`src/rtl/regfile_arb_pkg.sv`:
```
// regfile_arb_pkg
//   Shared definitions for the register-file port arbiter: the arbiter state
//   encoding and the default register-file geometry used by regfile_arbiter.
//   No ports (package).
package regfile_arb_pkg;

  // Arbiter states. CLEAR is the reset state so the encoding of zero is the
  // one the register comes up in.
  typedef enum logic [1:0] {
    CLEAR = 2'd0,
    PROC  = 2'd1,
    TEST  = 2'd2
  } arb_state_t;

  // Default register-file geometry.
  localparam int DEF_NUM_REGS = 32;
  localparam int DEF_ADDR_W   = 5;
  localparam int DEF_DATA_W   = 32;
  localparam int DEF_CNT_W    = 16;

endpackage

```
`src/rtl/regfile_port_mux.sv`:
```
// regfile_port_mux
//   Three-way select of the register-file control/data port between the
//   hardware-clear bundle, the processor bundle and the test-harness bundle.
//   Each bundle is packed as {writeEnable, writeReg, readRegA, readRegB, data}.
// Ports:
//   state    in   current arbiter state, selects the source bundle
//   clr_bus  in   bundle generated by the clear sequencer
//   p_bus    in   bundle from the processor
//   t_bus    in   bundle from the test harness
//   r_bus    out  selected bundle towards the register file
module regfile_port_mux
  import regfile_arb_pkg::*;
#(
  parameter int BUS_W = 1
) (
  input  arb_state_t       state,
  input  logic [BUS_W-1:0] clr_bus,
  input  logic [BUS_W-1:0] p_bus,
  input  logic [BUS_W-1:0] t_bus,
  output logic [BUS_W-1:0] r_bus
);

  always_comb begin
    // NOTE: default assignment first so every path drives r_bus and no latch
    // is inferred; the unused encoding selects an idle (no-write) port.
    r_bus = '0;
    case (state)
      CLEAR:   r_bus = clr_bus;
      PROC:    r_bus = p_bus;
      TEST:    r_bus = t_bus;
      default: r_bus = '0;
    endcase
  end

endmodule

```
`src/rtl/regfile_arbiter.sv`:
```
// regfile_arbiter
//   Owns the register file's single control/data port. After reset it walks
//   every register index writing zero, then grants the port to the processor
//   and hands it to the test harness while t_req is held, stalling the
//   processor for as long as the harness (or the clear) owns the port.
// Ports:
//   clock, reset                  clock and synchronous active-high reset
//   p_writeEnable, p_writeReg,
//   p_readRegA, p_readRegB,
//   p_data_writeReg               processor port request
//   t_req                         harness requests the port (level)
//   t_writeEnable, t_writeReg,
//   t_readRegA, t_readRegB,
//   t_data_writeReg               harness port request
//   r_ctrl_writeEnable, r_ctrl_writeReg,
//   r_ctrl_readRegA, r_ctrl_readRegB,
//   r_data_writeReg               port driven into the register file
//   t_grant                       harness owns the port this cycle
//   p_stall                       processor must hold its current operation
//   clear_done                    hardware clear has finished
//   t_write_count                 saturating count of harness writes performed
module regfile_arbiter
  import regfile_arb_pkg::*;
#(
  parameter int NUM_REGS = DEF_NUM_REGS,
  parameter int ADDR_W   = DEF_ADDR_W,
  parameter int DATA_W   = DEF_DATA_W,
  parameter int CNT_W    = DEF_CNT_W
) (
  input  logic              clock,
  input  logic              reset,
  input  logic              p_writeEnable,
  input  logic [ADDR_W-1:0] p_writeReg,
  input  logic [ADDR_W-1:0] p_readRegA,
  input  logic [ADDR_W-1:0] p_readRegB,
  input  logic [DATA_W-1:0] p_data_writeReg,
  input  logic              t_req,
  input  logic              t_writeEnable,
  input  logic [ADDR_W-1:0] t_writeReg,
  input  logic [ADDR_W-1:0] t_readRegA,
  input  logic [ADDR_W-1:0] t_readRegB,
  input  logic [DATA_W-1:0] t_data_writeReg,
  output logic              r_ctrl_writeEnable,
  output logic [ADDR_W-1:0] r_ctrl_writeReg,
  output logic [ADDR_W-1:0] r_ctrl_readRegA,
  output logic [ADDR_W-1:0] r_ctrl_readRegB,
  output logic [DATA_W-1:0] r_data_writeReg,
  output logic              t_grant,
  output logic              p_stall,
  output logic              clear_done,
  output logic [CNT_W-1:0]  t_write_count
);

  localparam int BUS_W = 1 + 3 * ADDR_W + DATA_W;
  localparam logic [ADDR_W-1:0] LAST_REG = ADDR_W'(NUM_REGS - 1);

  arb_state_t        state;
  logic [ADDR_W-1:0] clr_cnt;
  logic [CNT_W-1:0]  wr_cnt;

  logic [BUS_W-1:0]  clr_bus;
  logic [BUS_W-1:0]  p_bus;
  logic [BUS_W-1:0]  t_bus;
  logic [BUS_W-1:0]  mux_bus;

  // FSM, clear index and harness write counter. The clear always runs to
  // completion once started; t_req is only looked at on its final cycle.
  always_ff @(posedge clock) begin
    if (reset) begin
      // NOTE: all state uses non-blocking assignments so every register
      // samples pre-edge values regardless of statement order.
      state   <= CLEAR;
      clr_cnt <= '0;
      wr_cnt  <= '0;
    end else begin
      case (state)
        CLEAR: begin
          clr_cnt <= clr_cnt + 1'b1;
          if (clr_cnt == LAST_REG) begin
            state <= t_req ? TEST : PROC;
          end
        end
        PROC: begin
          if (t_req) begin
            state <= TEST;
          end
        end
        TEST: begin
          if (t_writeEnable && (wr_cnt != '1)) begin
            wr_cnt <= wr_cnt + 1'b1;
          end
          if (!t_req) begin
            state <= PROC;
          end
        end
        default: state <= CLEAR;
      endcase
    end
  end

  // Clear sequencer writes zero to the current index with reads parked at 0.
  assign clr_bus = {1'b1, clr_cnt, {ADDR_W{1'b0}}, {ADDR_W{1'b0}}, {DATA_W{1'b0}}};
  assign p_bus   = {p_writeEnable, p_writeReg, p_readRegA, p_readRegB, p_data_writeReg};
  assign t_bus   = {t_writeEnable, t_writeReg, t_readRegA, t_readRegB, t_data_writeReg};

  regfile_port_mux #(
    .BUS_W (BUS_W)
  ) u_port_mux (
    .state   (state),
    .clr_bus (clr_bus),
    .p_bus   (p_bus),
    .t_bus   (t_bus),
    .r_bus   (mux_bus)
  );

  // Reset is synchronous, so the registers only settle at the first edge;
  // gating with reset keeps the regfile port idle and the status outputs
  // defined for the whole time reset is high, including before that edge.
  assign {r_ctrl_writeEnable, r_ctrl_writeReg, r_ctrl_readRegA,
          r_ctrl_readRegB, r_data_writeReg} = reset ? '0 : mux_bus;

  assign t_grant       = !reset && (state == TEST);
  assign p_stall       = reset || (state != PROC);
  assign clear_done    = !reset && (state != CLEAR);
  assign t_write_count = reset ? '0 : wr_cnt;

endmodule

```
`config.mk`:
```
export PLATFORM = sky130hd
export DESIGN_NAME = regfile_arbiter
export DESIGN_NICKNAME = d
export VERILOG_FILES = /design/src/rtl/regfile_arb_pkg.sv /design/src/rtl/regfile_port_mux.sv /design/src/rtl/regfile_arbiter.sv
export SDC_FILE = /design/constraint.sdc
export NUM_CORES = 1
export LEC_CHECK = 0
export CORE_ASPECT_RATIO = 1.5
export CORE_MARGIN = 1.5
export CORE_UTILIZATION = 31
export DETAILED_ROUTE_END_ITERATION = 6
export PLACE_DENSITY = 0.88
export SLEW_MARGIN = 10
export SYNTH_ARGS = -nofsm -noshare
export SYNTH_HDL_FRONTEND = slang
export SYNTH_SLANG_ARGS = --single-unit
export TNS_END_PERCENT = 10
```
`constraint.sdc`:
```
create_clock -name clock -period 2.05 [get_ports clock]
set_input_delay 0.205 -clock clock [delete_from_list [all_inputs] [get_ports clock]]
set_output_delay 0.205 -clock clock [all_outputs]
set_load 0.005 [all_outputs]
```
## Word level (Yosys, flattened, before mapping)

Cells that the tools add are included.
Widths: inputs -> output; s select.

| storage, ports and cells | value |
|---|---|
| register bits after elaboration | 23 |
| input bits | 99 |
| output and inout bits | 67 |
| logic and storage cells | 30 |

| operators by class | value |
|---|---|
| $add $sub $neg | 2 |
| equal/unequal tests | 8 |
| multiplexer cells | 8 |
| reduce and logical (&&, ||, !) cells | 9 |

Operators with widths:

| kind | number |
|---|---|
| $pmux 48 s3 | 1 |
| $mux 48 | 1 |
| $add 16x1->16 const B | 1 |
| $mux 16 | 1 |
| $ne 16x16->1 const B | 1 |
| $mux 2 | 4 |
| $ne 2x2->1 const B | 3 |
| $pmux 2 s3 | 1 |
| $add 5x1->5 const B | 1 |
| $eq 5x5->1 const B | 1 |
| $logic_and 1x1->1 | 3 |
| $reduce_and 3->1 | 1 |
| $eq 2x1->1 const B | 1 |
| $eq 2x2->1 const B | 1 |
| $logic_not 2->1 | 1 |
| $ne 2x1->1 const B | 1 |
| $reduce_and 2->1 | 1 |
| $reduce_bool 2->1 | 1 |
| $logic_not 1->1 | 1 |
| $logic_or 1x1->1 | 1 |

## Longest topological paths before layout

| logic depth | value |
|---|---|
| depth after elaboration | 3 |
| gate-level depth with buffers | 6 |

## By module

A second synthesis with hierarchy kept.

| second synthesis, totals | value |
|---|---|
| cells, all modules | 318 |
| area total of the unflattened synthesis | 2646.3 µm² |

By module, submodules not included:

| module | instances | cells each | area each (µm²) | seq. area each (µm²) |
|---|---|---|---|---|
| regfile_arbiter | 1 | 205 | 1597.8 | 460.4 |
| regfile_port_mux | 1 | 113 | 1048.5 | 0.0 |

## Worst setup path before layout

Ideal clock, no wire load.

| timing path | value |
|---|---|
| kind | register -> register |
| start point | register wr_cnt[0] |
| end point | register wr_cnt[6] |
| library setup time | 121 ps |
| arrival time | 1554 ps |
| slack | 375 ps |
| stages on the path, launching flop included | 6 |
| buffers on the path | 0 |
| path through | dfxtp_1 ha_1 and4b_2 nand2_1 a311oi_1 mux2_2 |

| between the ends | value |
|---|---|
| word-level cells in the longest chain between the ends | 3 |

RTL lines:

| element | line | text |
|---|---|---|
| start, declared | regfile_arbiter.sv:59 | `logic [CNT_W-1:0] wr_cnt;` |
| start signal, assigned | regfile_arbiter.sv:90 | `wr_cnt <= wr_cnt + 1'b1;` |
| parallel branches: the longest is 3 deep, another holds $add 16x1->16 | n/a |  |

Several ways; the timed one is not identified.
A chain may end at the register's enable or synchronous reset.

## Final worst setup path

| timing path | value |
|---|---|
| start point | register state[1] |
| end point | output r_data_writeReg[21] |

| between the ends | value |
|---|---|
| word-level cells in the longest chain between the ends | 3 |

RTL lines:

| element | line | text |
|---|---|---|
| start, declared | regfile_arbiter.sv:57 | `arb_state_t state;` |
| start signal, assigned | regfile_arbiter.sv:80 | `state <= t_req ? TEST : PROC;` |
| $eq 2x2->1, or another cell as far along | regfile_port_mux.sv:27 | `case (state)` |
| $pmux 48 s3 * | regfile_port_mux.sv:27 |  |
| $mux 48 * | regfile_arbiter.sv:120 | `r_ctrl_readRegB, r_data_writeReg} = reset ? '0 : mux_bus;` |
| end, declared | regfile_arbiter.sv:47 | `output logic [DATA_W-1:0] r_data_writeReg,` |

Every way passes the cells marked *; elsewhere a longest branch is shown, timed or not.

==> results.txt <==
----------------------------------------------------
[Critical path]
  Worst setup SP type ... flip-flop
  Master of the slowest instance on the critical path ... sky130_fd_sc_hd__clkdlybuf4s50_1
  Worst setup path category ... flip-flop to output pin
  Largest delay share family, worst path ... buffers and inverters
  Data arrival time at the worst-slack endpoint ... 1.90 ns
  Nature of the critical path endpoint ... output pin
  Largest stage delay on the critical path ... 0.50 ns
  Count of buffering cells on the critical path with inverters included ... 4
  Reg2Reg Setup Slack ... 0.30 ns
  Reg2reg path depth ... 5
  Biggest fanout along the worst timing path ... 20
  Source of the worst register-to-register timing path ... wr_cnt[0]$_SDFFE_PP0P_
  Endpoint of the most critical register-to-register path ... wr_cnt[6]$_SDFFE_PP0P_
  Cell chain of the critical path ... buf_4 -> nor3_4 -> buf_4 -> buf_16 -> a22o_1 -> clkdlybuf4s50_1
  Most frequent CP cell ... sky130_fd_sc_hd__buf_4
  Data required time of the critical path ... 1.85 ns

[CTS]
  Clk sink count ... 23
  Worst-path clk slew ... 0.08 ns
  Deepest level of the CTS H-tree ... 1
  Clock root buffer ... sky130_fd_sc_hd__clkbuf_8
  Maximum root-to-sink buffer count ... 2
  TritonCTS clock tree ... done
  Number of buffers inserted during clock tree synthesis ... 3
  Clock insertion delay at the later pin of the skew report ... around 0.27 ns
  # hold bufs at CTS ... 0

[Route]
  Via Count ... 2550
  Total Wirelength ... 8320 um
  Via density per instance ... 5.39
  Routed wire length per instance ... 17.6 um
  Detailed-route DRC error count ... 0
  Detailed Route Iter0 Violations ... 130
  Number of antenna-violating nets in the routed design ... 0
  DRT Pass-1 Iters ... 4

[Logic synthesis]
  Sequential fraction of the synthesis area ... 25.2%
  Number of enable flip-flop cells after synthesis ... 0
  Top cell type's share of synthesized area ... 25.2%
  Synthesized area ... 1830 um^2
  Cell types with the highest counts after synthesis ... sky130_fd_sc_hd__a22o_1, sky130_fd_sc_hd__nor2_1, sky130_fd_sc_hd__dfxtp_1, sky130_fd_sc_hd__nor2b_1, sky130_fd_sc_hd__a21oi_1
  Ranking of synthesized cells by area ... sky130_fd_sc_hd__dfxtp_1, sky130_fd_sc_hd__a22o_1, sky130_fd_sc_hd__nor2b_1
  Warning count from the yosys run ... 0
  Library cells used by synthesis ... 39
  Syn avg cell area ... ~8.0 um^2
  Top cell type by total area after synthesis ... sky130_fd_sc_hd__dfxtp_1
  Synth Net Count ... 331
  Cell count after synthesis ... roughly 230
  Async set or reset register ratio after synthesis ... 0%
  Library cell with the highest instance count after synthesis ... sky130_fd_sc_hd__a22o_1
  Count of state elements after synthesis ... 23
  Main flop type after synthesis ... sky130_fd_sc_hd__dfxtp_1

[Min path]
  Worst hold start ... t_req
  Hold crit path type ... input pin to flip-flop
  Hold path endpoint ... state[1]$_SDFFE_PP0P_
  Cell depth of the worst min-delay path ... 3

[STA]
  RSZ-0062 raised after global routing ... yes
  Clock skew ... 0.00138 ns
  Normalized max-slew margin ... a little under three quarters
  Final worst-path cycle share ... 103%
  Max Fclk ... 475 MHz
  Post-layout min period ... 2.11 ns
  Measured slew at the worst slew-check pin ... 0.429 ns
  Count of final hold-check violations ... 0
  Worst setup margin ... -0.0571 ns
  Final setup violation count ... 21
  Max-slew violation total from the final report ... 0

[Finish]
  Antenna Diode Count ... 0
  Layout cell share with drive strength beyond 1 ... a little over a tenth
  Signed area change from the synthesized netlist to the final layout ... 109%
  Number of nets in the layout ... 504

[Global routing]
  Busiest layer in global routing ... met2
  Global Route Usage Sum ... 25.5%
  Pin count of the biggest net entering global routing ... 37
  Global-route wire length before repair ... 12400 um
  Total gr overflow ... 0
  Met3 usage ... 8.23%
  Via count of the first global-routing pass ... ~2500
  Number of antenna violations at the first check in global routing ... 0
  Met2 routing resource usage after global routing ... 45.1%
  Met1 Usage GRT ... roughly 28%

[Floorplan]
  Floorplan core area ... 5740 um^2
  Initial Util ... 31.8%
  Die Y ... about 97 um
  Die X-Extent ... approximately 66 um
  Total die area ... 6380 um^2
  Boundary Pins ... 166
  Placement Rows ... 34

[Power and ir drop]
  Combinational share of power ... roughly a quarter
  Switching part of the total power ... 23.1%
  Maximum vdd ir drop ... 0.349 mV
  Proportion of power drawn by the clock network ... between 20 and 30%
  Leak pwr ... 1.56 nW
  Internal portion of total power ... slightly below 0.0008 W
  Design Power ... 0.000999 W
  Cell Pwr Density ... 261 nW/um^2
  Power spent charging and discharging nets ... 0.000231 W
  Sequential group share of total power ... 45.5%

[Place]
  Quantity of I/O buffers inserted on ports ... 165
  Detail Placement HPWL ... 6480 um
  Worst setup timing slack at the placement stage ... -0.0599 ns
  RD Place Congestion ... 0.932

[Status]
  Outcome ... complete, but fails checks
  Failing checks ... negative setup slack

[Run]
  # Max-Cap Violations ... 0

----------------------------------------------------
how the worst max path moves through the flow:
stage                           start                endpoint  cells after the start
2_1_floorplan  wr_cnt[0]$_SDFFE_PP0P_  wr_cnt[6]$_SDFFE_PP0P_                      5
3_3_place_gp                    reset     r_data_writeReg[23]                      5
3_5_place_dp                    reset      r_data_writeReg[8]                      5
4_1_cts         state[1]$_SDFFE_PP0P_     r_data_writeReg[20]                      5
5_1_grt         state[1]$_SDFFE_PP0P_     r_data_writeReg[18]                      6
6_report        state[1]$_SDFFE_PP0P_     r_data_writeReg[21]                      6
cells by family (layout without fill, tap and decap cells):
family                     after synthesis  after routing  synth area share, %
buffers and inverters                   25            197                 6.37
and+or+nand+nor                         86             86                 25.5
DFF                                     23             23                 25.2
AOI/OAI and AO/OA                       78             78                 33.0
adders and majority gates                3              3                 2.05
xor gates and xnor gates                 3              3                 1.44
muxes                                   11             11                 6.43
metal layers:
metal	part of all wire, %	routed length, um	vias up
li1	-	-	1219
met1	37	3040	1181
met2	50	4170	139
met3	12	980	11
met4	1.6	131	0
met5	0	0	-
power by group through the flow:
stage / Combinational (W) / Sequential (W) / Clock (W)
final: 0.000250 / 0.000455 / 0.000294
after global routing: 0.000267 / 0.000456 / 0.000314
after CTS: 0.000251 / 0.000455 / 0.000296
after detailed placement: 0.000250 / 0.000468 / 0
after global placement: 0.000247 / 0.000467 / 0
after floorplan: 0.0000329 / 0.000466 / 0
per-stage QoR:
step | cell area, um^2 | utilization, % | setup TNS [ns] | cells | hold WS, ns
2_1_floorplan | 1830 | - | 0 | 229 | 0.297
3_3_place_gp | 3600 | 62.8 | -0.0811 | 457 | 0.481
3_5_place_dp | 3600 | 62.8 | -1.55 | 457 | 0.501
4_1_cts | 3790 | 66.1 | -1.52 | 470 | 0.502
5_1_grt | 3820 | 66.6 | -2.37 | 473 | 0.544
6_report | 3820 | 66.6 | -0.844 | 473 | 0.503
flip-flops by register name, summed over array words and instances, names as in the netlist:
| name | count |
|---|---|
| clr_cnt | 5 |
| wr_cnt | 16 |
| state | 2 |
tightest hold or removal path: cells and delay by family:
kind                   cells  cell delay, ns
buffers and inverters      2            0.48
AO/OA/AOI/OAI              1            0.05
final cells by class:
class | instances | area (um^2)
inverters | 5 | 18.8
multi-input cells | 181 | 1280
clock inverters | 1 | 5.00
well taps | 72 | 90.1
repair buffers | 188 | 1920
fillers | 495 | 1920
clock buffers | 3 | 41.3
flip-flops and latches | 23 | 468
layout by cell type, fill, tap and decap left out, types with 4 or more instances in the layout:
master	instances
sky130_fd_sc_hd__mux2i_1	5
sky130_fd_sc_hd__dlygate4sd2_1	19
sky130_fd_sc_hd__nand4_1	5
sky130_fd_sc_hd__clkdlybuf4s50_1	143
sky130_fd_sc_hd__nor2b_1	16
sky130_fd_sc_hd__nand3_1	4
sky130_fd_sc_hd__buf_4	15
sky130_fd_sc_hd__a21oi_1	14
sky130_fd_sc_hd__a22o_1	42
sky130_fd_sc_hd__mux2_2	6
sky130_fd_sc_hd__nand2_1	10
sky130_fd_sc_hd__buf_12	4
sky130_fd_sc_hd__inv_1	5
sky130_fd_sc_hd__nor3_1	5
sky130_fd_sc_hd__a31oi_1	5
sky130_fd_sc_hd__nor2_1	28
sky130_fd_sc_hd__dfxtp_1	21
what timing repair did:
action                                 in CTS  in global routing
setup buffers                               6                  3
setup endpoints to repair                  43                 27
gates resized for setup                    26                  7
endpoints found under the hold margin       0                  0
pin swaps                                   1                  1
cloned                                      3                  0
(Power assumes the default switching activity.)
